`src/rtl/wb_simcard_v2.sv`:
```
// wb_simcard_v2: Wishbone register front-end for a SIM card core.
// Holds CTRL/STATUS/TIMEOUT, synchronises the core's done level, snapshots
// the core result into DATA registers and runs an IDLE/BUSY sequencer with
// a watchdog counter.
module wb_simcard_v2 #(
  parameter int NWORDS    = 5,
  parameter int DW_BITS   = 2,
  parameter int TMO_RESET = 50000000
) (
  input  logic                  clk,
  input  logic                  reset,
  input  logic                  wb_stb_i,
  input  logic                  wb_cyc_i,
  input  logic                  wb_we_i,
  input  logic [31:0]           wb_adr_i,
  input  logic [3:0]            wb_sel_i,
  input  logic [31:0]           wb_dat_i,
  output logic [31:0]           wb_dat_o,
  output logic                  wb_ack_o,
  output logic                  sc_en,
  output logic [DW_BITS-1:0]    sc_dw,
  input  logic                  sc_done,
  input  logic [32*NWORDS-1:0]  sc_data,
  output logic                  irq
);

  typedef enum logic [0:0] {
    ST_IDLE = 1'b0,
    ST_BUSY = 1'b1
  } state_t;

  localparam logic [5:0] IDX_CTRL   = 6'd0;
  localparam logic [5:0] IDX_STATUS = 6'd1;
  localparam logic [5:0] IDX_TMO    = 6'd2;
  localparam logic [5:0] IDX_RSVD   = 6'd3;
  localparam int         IDX_DATA0  = 4;

  // Architectural state
  state_t               state_q;
  logic                 en_q;
  logic                 irq_en_q;
  logic [DW_BITS-1:0]   dw_q;
  logic                 st_done_q;
  logic                 st_tmo_q;
  logic                 st_ovr_q;
  logic [31:0]          timeout_q;
  logic [31:0]          cnt_q;
  logic [31:0]          data_q [NWORDS];

  // Done synchroniser (two sync flops plus one edge-detect flop)
  logic                 sync1_q;
  logic                 sync2_q;
  logic                 sync3_q;

  // Bus handshake and registered outputs
  logic                 served_q;
  logic                 ack_q;
  logic [31:0]          dat_q;
  logic                 irq_q;

  // Decodes
  logic                 bus_req_s;
  logic                 wr_s;
  logic [5:0]           adr_idx_s;
  logic                 wr_ctrl_s;
  logic                 wr_stat_s;
  logic                 wr_tmo_s;
  logic                 done_evt_s;
  logic                 en_rise_s;
  logic                 en_clr_s;
  logic                 tmo_hit_s;
  logic [31:0]          rd_data_d;
  logic                 unused_s;

  // served_q blocks a second ack until the master drops stb/cyc; it comes out
  // of reset set so a transfer held across reset is never acknowledged.
  assign bus_req_s  = wb_stb_i & wb_cyc_i & ~served_q;
  assign wr_s       = bus_req_s & wb_we_i;
  assign adr_idx_s  = wb_adr_i[7:2];
  assign wr_ctrl_s  = wr_s & (adr_idx_s == IDX_CTRL);
  assign wr_stat_s  = wr_s & (adr_idx_s == IDX_STATUS) & wb_sel_i[0];
  assign wr_tmo_s   = wr_s & (adr_idx_s == IDX_TMO);

  assign done_evt_s = sync2_q & ~sync3_q;
  assign en_rise_s  = wr_ctrl_s & wb_sel_i[0] & wb_dat_i[0] & ~en_q;
  assign en_clr_s   = wr_ctrl_s & wb_sel_i[0] & ~wb_dat_i[0];
  // Watchdog expiry loses to a completion or a software stop in the same cycle.
  assign tmo_hit_s  = (state_q == ST_BUSY) & (cnt_q == 32'd0) & (timeout_q != 32'd0)
                      & ~done_evt_s & ~en_clr_s;

  assign unused_s   = ^{wb_adr_i[31:8], wb_adr_i[1:0]};

  assign wb_ack_o   = ack_q;
  assign wb_dat_o   = dat_q;
  assign sc_en      = en_q;
  assign sc_dw      = dw_q;
  assign irq        = irq_q;

  // Read data multiplexer for the addressed word.
  always_comb begin
    rd_data_d = 32'd0;
    case (adr_idx_s)
      IDX_CTRL: begin
        rd_data_d[0]            = en_q;
        rd_data_d[1]            = irq_en_q;
        rd_data_d[8 +: DW_BITS] = dw_q;
      end
      IDX_STATUS: rd_data_d[3:0] = {st_ovr_q, st_tmo_q, (state_q == ST_BUSY), st_done_q};
      IDX_TMO:    rd_data_d      = timeout_q;
      IDX_RSVD:   rd_data_d      = 32'd0;
      default: begin
        for (int k = 0; k < NWORDS; k++) begin
          rd_data_d = (adr_idx_s == 6'(IDX_DATA0 + k)) ? data_q[k] : rd_data_d;
        end
      end
    endcase
  end

  // Single-cycle registered ack and read data, zero outside the ack cycle.
  always_ff @(posedge clk or posedge reset) begin
    if (reset) begin
      served_q <= 1'b1;
      ack_q    <= 1'b0;
      dat_q    <= 32'd0;
    end else begin
      served_q <= (wb_stb_i & wb_cyc_i) ? (served_q | bus_req_s) : 1'b0;
      ack_q    <= bus_req_s;
      dat_q    <= bus_req_s ? rd_data_d : 32'd0;
    end
  end

  // Bring sc_done into the clock domain and keep one delayed copy for edge detect.
  always_ff @(posedge clk or posedge reset) begin
    if (reset) begin
      sync1_q <= 1'b0;
      sync2_q <= 1'b0;
      sync3_q <= 1'b0;
    end else begin
      sync1_q <= sc_done;
      sync2_q <= sync1_q;
      sync3_q <= sync2_q;
    end
  end

  // Sequencer: CTRL/TIMEOUT/STATUS registers, IDLE/BUSY state and watchdog.
  always_ff @(posedge clk or posedge reset) begin
    if (reset) begin
      state_q   <= ST_IDLE;
      en_q      <= 1'b0;
      irq_en_q  <= 1'b0;
      dw_q      <= '0;
      st_done_q <= 1'b0;
      st_tmo_q  <= 1'b0;
      st_ovr_q  <= 1'b0;
      timeout_q <= 32'(TMO_RESET);
      cnt_q     <= 32'd0;
    end else begin
      if (tmo_hit_s) begin
        en_q <= 1'b0;
      end else if (wr_ctrl_s && wb_sel_i[0]) begin
        en_q <= wb_dat_i[0];
      end
      if (wr_ctrl_s && wb_sel_i[0]) begin
        irq_en_q <= wb_dat_i[1];
      end
      if (wr_ctrl_s && wb_sel_i[1]) begin
        dw_q <= wb_dat_i[8 +: DW_BITS];
      end
      for (int b = 0; b < 4; b++) begin
        if (wr_tmo_s && wb_sel_i[b]) begin
          timeout_q[8*b +: 8] <= wb_dat_i[8*b +: 8];
        end
      end

      // A set event in the same cycle as a clear leaves the bit set.
      st_done_q <= done_evt_s | (st_done_q & ~(wr_stat_s & wb_dat_i[0]));
      st_tmo_q  <= tmo_hit_s  | (st_tmo_q  & ~(wr_stat_s & wb_dat_i[2]));
      st_ovr_q  <= (done_evt_s & st_done_q) | (st_ovr_q & ~(wr_stat_s & wb_dat_i[3]));

      case (state_q)
        ST_IDLE: begin
          if (en_rise_s) begin
            state_q <= ST_BUSY;
            cnt_q   <= timeout_q;
          end
        end
        ST_BUSY: begin
          if (done_evt_s || en_clr_s || tmo_hit_s) begin
            state_q <= ST_IDLE;
          end else if (cnt_q != 32'd0) begin
            cnt_q <= cnt_q - 32'd1;
          end
        end
        default: state_q <= ST_IDLE;
      endcase
    end
  end

  // Snapshot every result word on a completion event; DATA0 is the MSB word.
  always_ff @(posedge clk or posedge reset) begin
    if (reset) begin
      for (int k = 0; k < NWORDS; k++) begin
        data_q[k] <= 32'd0;
      end
    end else if (done_evt_s) begin
      for (int k = 0; k < NWORDS; k++) begin
        data_q[k] <= sc_data[32*(NWORDS-1-k) +: 32];
      end
    end
  end

  // Level interrupt from the current enable and sticky status bits.
  always_ff @(posedge clk or posedge reset) begin
    if (reset) begin
      irq_q <= 1'b0;
    end else begin
      irq_q <= irq_en_q & (st_done_q | st_tmo_q);
    end
  end

endmodule
```
`config.mk`:
```
export PLATFORM = sky130hd
export DESIGN_NAME = wb_simcard_v2
export DESIGN_NICKNAME = d
export VERILOG_FILES = /design/src/rtl/wb_simcard_v2.sv
export SDC_FILE = /design/constraint.sdc
export NUM_CORES = 1
export LEC_CHECK = 0
export CELL_PAD_IN_SITES_DETAIL_PLACEMENT = 1
export CELL_PAD_IN_SITES_GLOBAL_PLACEMENT = 1
export CORE_MARGIN = 2
export CORE_UTILIZATION = 31
export DETAILED_ROUTE_END_ITERATION = 12
export PLACE_DENSITY = 0.74
export SLEW_MARGIN = 20
export SYNTH_ARGS = -nofsm -noshare
export SYNTH_HDL_FRONTEND = slang
export SYNTH_SLANG_ARGS = --single-unit
export TNS_END_PERCENT = 1
```
`constraint.sdc`:
```
create_clock -name clk -period 12.4 [get_ports clk]
set_clock_uncertainty 0.05 [all_clocks]
set_input_delay 3.1 -clock clk [delete_from_list [all_inputs] [get_ports clk]]
set_output_delay 3.1 -clock clk [all_outputs]
set_load 0.01 [all_outputs]
```
# Word level (Yosys, flattened, before mapping)
# Index checks and enable logic that the tools add are counted.
[classes] mux=21 n_eq_ne=11 bitwise=39 n_reduce_logical=17 addsub=1
[op_table] operator="$mux 32" count=9
[op_table] operator="$pmux 32 s2" count=1
[op_table] operator="$reduce_bool 32->1" count=2
[op_table] operator="$pmux 22 s2" count=1
[op_table] operator="$logic_not 32->1" count=1
[op_table] operator="$sub 32x1->32 const B" count=1
[op_table] operator="$and 1x1->1" count=24
[op_table] operator="$eq 6x3->1 const B" count=4
[op_table] operator="$eq 6x2->1 const B" count=2
[op_table] operator="$pmux 2 s3" count=2
[op_table] operator="$not 1->1" count=10
[op_table] operator="$pmux 2 s4" count=1
[op_table] operator="$pmux 4 s2" count=1
[op_table] operator="$eq 6x1->1 const B" count=1
[op_table] operator="$eq 6x4->1 const B" count=1
[op_table] operator="$logic_and 1x1->1" count=6
[op_table] operator="$logic_not 6->1" count=1
[op_table] operator="$mux 1" count=5
[op_table] operator="$or 1x1->1" count=5
[op_table] operator="$ne 2x2->1 const B" count=2
[op_table] operator="$reduce_or 2->1" count=2
[op_table] operator="$reduce_and 3->1" count=1
[op_table] operator="$reduce_or 3->1" count=1
[op_table] operator="$logic_or 1x1->1" count=2
[op_table] operator="other kinds (3)" count=3
[totals] wordCells=113 regBits=270 in_bits=234

# Depth between registers and ports, before layout
[logic_depth] word_depth=11 depth_mapped=11

# Worst setup path after synthesis
# OpenSTA, ideal clock, no wires.
[synth_path] kind="in2reg" start="input port wb_stb_i" end="register cnt_q[11]" setup_time_ps=127 path_buffers=3 required_time_ps=12223 setup_slack_ps=7162 arrival_ps=5062 cell_stages=10 cell_sequence="and2_1 > nand2b_1 > clkbuf_1 > clkinv_1 > nand4_1 > or4b_1 > clkbuf_1 > o21ai_1 > clkbuf_1 > o2bb2a_1"
[synth_via] elab_chain_len=11 elab_cells_between_ends=15
[synth_rtl] element="from (decl)" line="12" text="input logic wb_stb_i,"
[synth_rtl] element="$and 1x1->1 * (2 in series)" line="77" text="assign bus_req_s = wb_stb_i & wb_cyc_i & ~served_q;"
[synth_rtl] element="named net bus_req_s" line="62" text="logic bus_req_s;"
[synth_rtl] element="$and 1x1->1 *" line="78" text="assign wr_s = bus_req_s & wb_we_i;"
[synth_rtl] element="$and 1x1->1 *" line="80" text="assign wr_ctrl_s = wr_s & (adr_idx_s == IDX_CTRL);"
[synth_rtl] element="$and 1x1->1 *" line="85, 86"
[synth_rtl] element="$and 1x1->1" line="86" text="assign en_clr_s = wr_ctrl_s & wb_sel_i[0] & ~wb_dat_i[0];"
[synth_rtl] element="$not 1->1" line="89" text="& ~done_evt_s & ~en_clr_s;"
[synth_rtl] element="$and 1x1->1" line="89"
[synth_rtl] element="$logic_or 1x1->1" line="188" text="if (done_evt_s || en_clr_s || tmo_hit_s) begin"
[synth_rtl] element="$ne 2x2->1 (no source line)"
[synth_rtl] element="$reduce_and 3->1 (no source line) *"
[synth_rtl] element="to (signal assigned)" line="184" text="cnt_q <= timeout_q;"
[synth_rtl] element="to (signal assigned)" line="191" text="cnt_q <= cnt_q - 32'd1;"
[synth_rtl] element="to (decl)" line="47" text="logic [31:0] cnt_q;"
# The timed path passes the listed nets; every way through them passes the cells marked *.
# A chain may end at the register's enable or synchronous reset.

# Worst setup path after layout
[layout_path] start="input port wb_adr_i[7]" end="register timeout_q[18]"
[layout_via] elab_chain_len=3
[layout_rtl] element="from (decl)" line="15" text="input logic [31:0] wb_adr_i,"
[layout_rtl] element="$eq 6x2->1" line="82" text="assign wr_tmo_s = wr_s & (adr_idx_s == IDX_TMO);"
[layout_rtl] element="$and 1x1->1" line="82"
[layout_rtl] element="$logic_and 1x1->1" line="170" text="if (wr_tmo_s && wb_sel_i[b]) begin"
[layout_rtl] element="to (signal assigned)" line="155" text="timeout_q <= 32'(TMO_RESET);"
[layout_rtl] element="to (signal, indexed assignment)" line="171" text="timeout_q[8*b +: 8] <= wb_dat_i[8*b +: 8];"
[layout_rtl] element="to (decl)" line="46" text="logic [31:0] timeout_q;"
# No other way between the ends.

==> results.json <==
{
  "p_sw_uw": 536.3,
  "htree_levels": 1,
  "setup_viol": 0,
  "gr-total-overflow": 0,
  "power.total_uw": 2236,
  "area_growth_pct": 33.19,
  "cts_tree": "built",
  "antenna_found_initial": 6,
  "via_count": 8603,
  "cpLargestDelayFamily": "simple AND/OR/NAND/NOR gates",
  "power_switching_share": 0.2399,
  "layout-drive-gt1-share": 0.2680,
  "syn_avg_cell_area_um2": 13.01,
  "p_comb_frac": 0.129,
  "p_int_uw": 1699,
  "place_inst": 1641,
  "gp_congestion": 0.7941,
  "cpMaxStageDelayCell": "nor4_1",
  "worstHoldStart": "sync1_q",
  "cts_buffers": 31,
  "final_cell_count_no_fill": 1698,
  "dieArea_um2": 40450,
  "grt_start_max_net_pins": 128,
  "die_x_um": 201.1,
  "cts.sinks": 270,
  "core-area_um2": 38470,
  "slew_headroom": 0.3413,
  "place_hpwl_um": 26340,
  "cp_max_fo": 30,
  "maxCapViolations": 0,
  "port_buffers": 244,
  "power_leakage_uw": 0.006414,
  "synth-seq-cells": 270,
  "syn-num-nets": 1162,
  "startpoint_type": "primary input",
  "pin_count": 271,
  "drt_iter0_markers": 422,
  "period_needed_ps": 5691,
  "routedWlPerCell_um": 21.82,
  "ant_nets": 0,
  "worst_pin_slew_ps": 988.1,
  "crit_chain": "clkdlybuf4s50_1 -> nor4_1 -> and2_1 -> buf_4 -> nand4_1 -> mux2_2",
  "yosysSeqAreaShare": 0.5623,
  "drv_slew": 0,
  "synth_edf_count": 0,
  "fin_crit_sh": 0.4589,
  "cp.required_ps": 12790,
  "p_seq_frac": 0.459,
  "crit_type": "primary input to register",
  "grt_pass1_wl_um": 58020,
  "hold_buffers": 0,
  "clk_path_buf_depth": 3,
  "vias_per_cell": 5.067,
  "status": "completed",
  "nNetsFinal": 1392,
  "syn_inst": 926,
  "insertion_delay_ps": 560,
  "crit_arrival_ps": 6080,
  "ys_warn_count": 0,
  "drt-total-wl_um": 37050,
  "start_util": 0.3131,
  "cts-root-buf": "clkbuf_16",
  "track_usage": 0.1854,
  "pwr_density_cell_nw_per_um2": 139.4,
  "die_h_um": 201.1,
  "first_pass_iters": 6,
  "crit_path_end_kind": "register",
  "async_flop_share": 1.000,
  "rr_startpoint": "cnt_q[18]",
  "fmax_ghz": 0.1757,
  "hold_path.class": "register to register",
  "grt_pass1_vias": 9600,
  "post-route-drc-count": 0,
  "pwr-share-clk": 0.411,
  "hold_slack_ps": 289.3,
  "finalSetupTns_ps": 0,
  "syn-cell-area_um2": 12040,
  "post_cts_buffers": 0,
  "clkTransAtPathRegs_ps": 60,
  "ys.flop_type": "dfrtp_1",
  "rsz0062_at_grt": "no",
  "cp-startpoint": "wb_adr_i[7]",
  "crit_path_max_incr_delay_ps": 830,
  "irDropWorstVdd_v": 0.0001183,
  "std_cell_rows": 72,
  "ctsResizeCount": 0,
  "synth_cell_type_count": 53,
  "hold_viol_final": 0,
  "crit_buf_inv": 2
}
==> layout by cell type (no fill, tap or decap), types with 8 or more instances in the layout <==
cell type / n
mux2_2: 195
buf_4: 13
nand4_1: 8
mux4_2: 32
nor4_1: 14
clkbuf_16: 31
dfstp_2: 13
nand3_1: 16
a21oi_1: 59
clkdlybuf4s50_1: 242
nand2_1: 61
o21ai_1: 15
o21ai_0: 13
a22oi_1: 28
nor3_1: 20
dfrtp_1: 256
nor2_1: 27
==> final cells by class <==
| cell class | count | area, um2 |
|---|---|---|
| fill | 4063 | 22430 |
| sequential | 270 | 6774 |
| multi-input combinational | 587 | 5016 |
| timing repair buffer | 257 | 2530 |
| clock buffer | 43 | 880.8 |
| tap | 518 | 648.1 |
| clock inverter | 13 | 148.9 |
| inverter | 9 | 41.29 |
| antenna | 1 | 2.502 |
==> power groups by stage <==
| stage | clock network [uW] | logic [uW] | registers (uW) |
|---|---|---|---|
| floorplan | 0 | 173 | 1020 |
| global placement | 0 | 284 | 1030 |
| detailed placement | 0 | 293 | 1040 |
| CTS | 952 | 294 | 1030 |
| global route | 989 | 315 | 1040 |
| finish | 920 | 289 | 1030 |
==> logic make-up (layout without fill, tap and decap cells) <==
| family | count (synthesis) | count (layout) | synth area share |
|---|---|---|---|
| AOI/OAI and AO/OA | 162 | 162 | 0.08519 |
| other | 0 | 1 | 0 |
| and+or+nand+nor | 191 | 191 | 0.08186 |
| muxes | 232 | 232 | 0.2463 |
| adders and majority gates | 2 | 2 | 0.002077 |
| DFF | 270 | 270 | 0.5623 |
| buffers and inverters | 69 | 322 | 0.02223 |
==> synth_stat cells, drive strengths merged (8+ instances only) <==
master | instances | share of area
a21oi | 59 | 0.025
a22oi | 28 | 0.017
buf | 9 | 0.0035
clkbuf | 51 | 0.016
dfrtp | 257 | 0.53
dfstp | 13 | 0.028
inv | 8 | 0.0025
mux2 | 195 | 0.18
mux4 | 32 | 0.060
nand2 | 61 | 0.019
nand3 | 16 | 0.0066
nand4 | 8 | 0.0042
nor2 | 27 | 0.0084
nor2b | 8 | 0.0042
nor3 | 20 | 0.0083
nor4 | 14 | 0.0073
o21ai | 29 | 0.012
==> flip-flops by register name (all words and copies together) (netlist names) <==
name / flops
data_q: 160
st_done_q: 1
sync3_q: 1
wb_dat_o: 32
st_ovr_q: 1
sync2_q: 1
state_q: 1
sc_en: 1
sc_dw: 2
cnt_q: 32
st_tmo_q: 1
sync1_q: 1
timeout_q: 32
irq: 1
wb_ack_o: 1
served_q: 1
irq_en_q: 1
==> layer usage <==
metal | global-route usage | part of all wire
met1 | 0.2364 | 0.42
met2 | 0.3102 | 0.48
met3 | 0.05053 | 0.069
met4 | 0.05132 | 0.025
met5 | 0 | 0.0017
==> final timing paths <==
path                            endpoint  slack [ps]  depth (start not counted)
max in group asynchronous    data_q[114]        7620                          3
min in group asynchronous            irq        3090                          2
hold / removal                   sync2_q         290                          0
setup reg to reg               cnt_q[15]        9270                          6
hold reg to reg                  sync2_q         290                          0
setup / recovery           timeout_q[18]        6710                          6
==> stage by stage <==
stage	instance area (um2)	utilization	worst slack [ps]
2_1_floorplan	12040	-	1833
3_3_place_gp	15010	0.3902	5959
3_5_place_dp	15010	0.3902	5876
4_1_cts	16040	0.4169	6491
5_1_grt	16040	0.4170	6387
6_report	16040	0.4170	6709
Note: power is estimated with default switching activity, not from simulation.
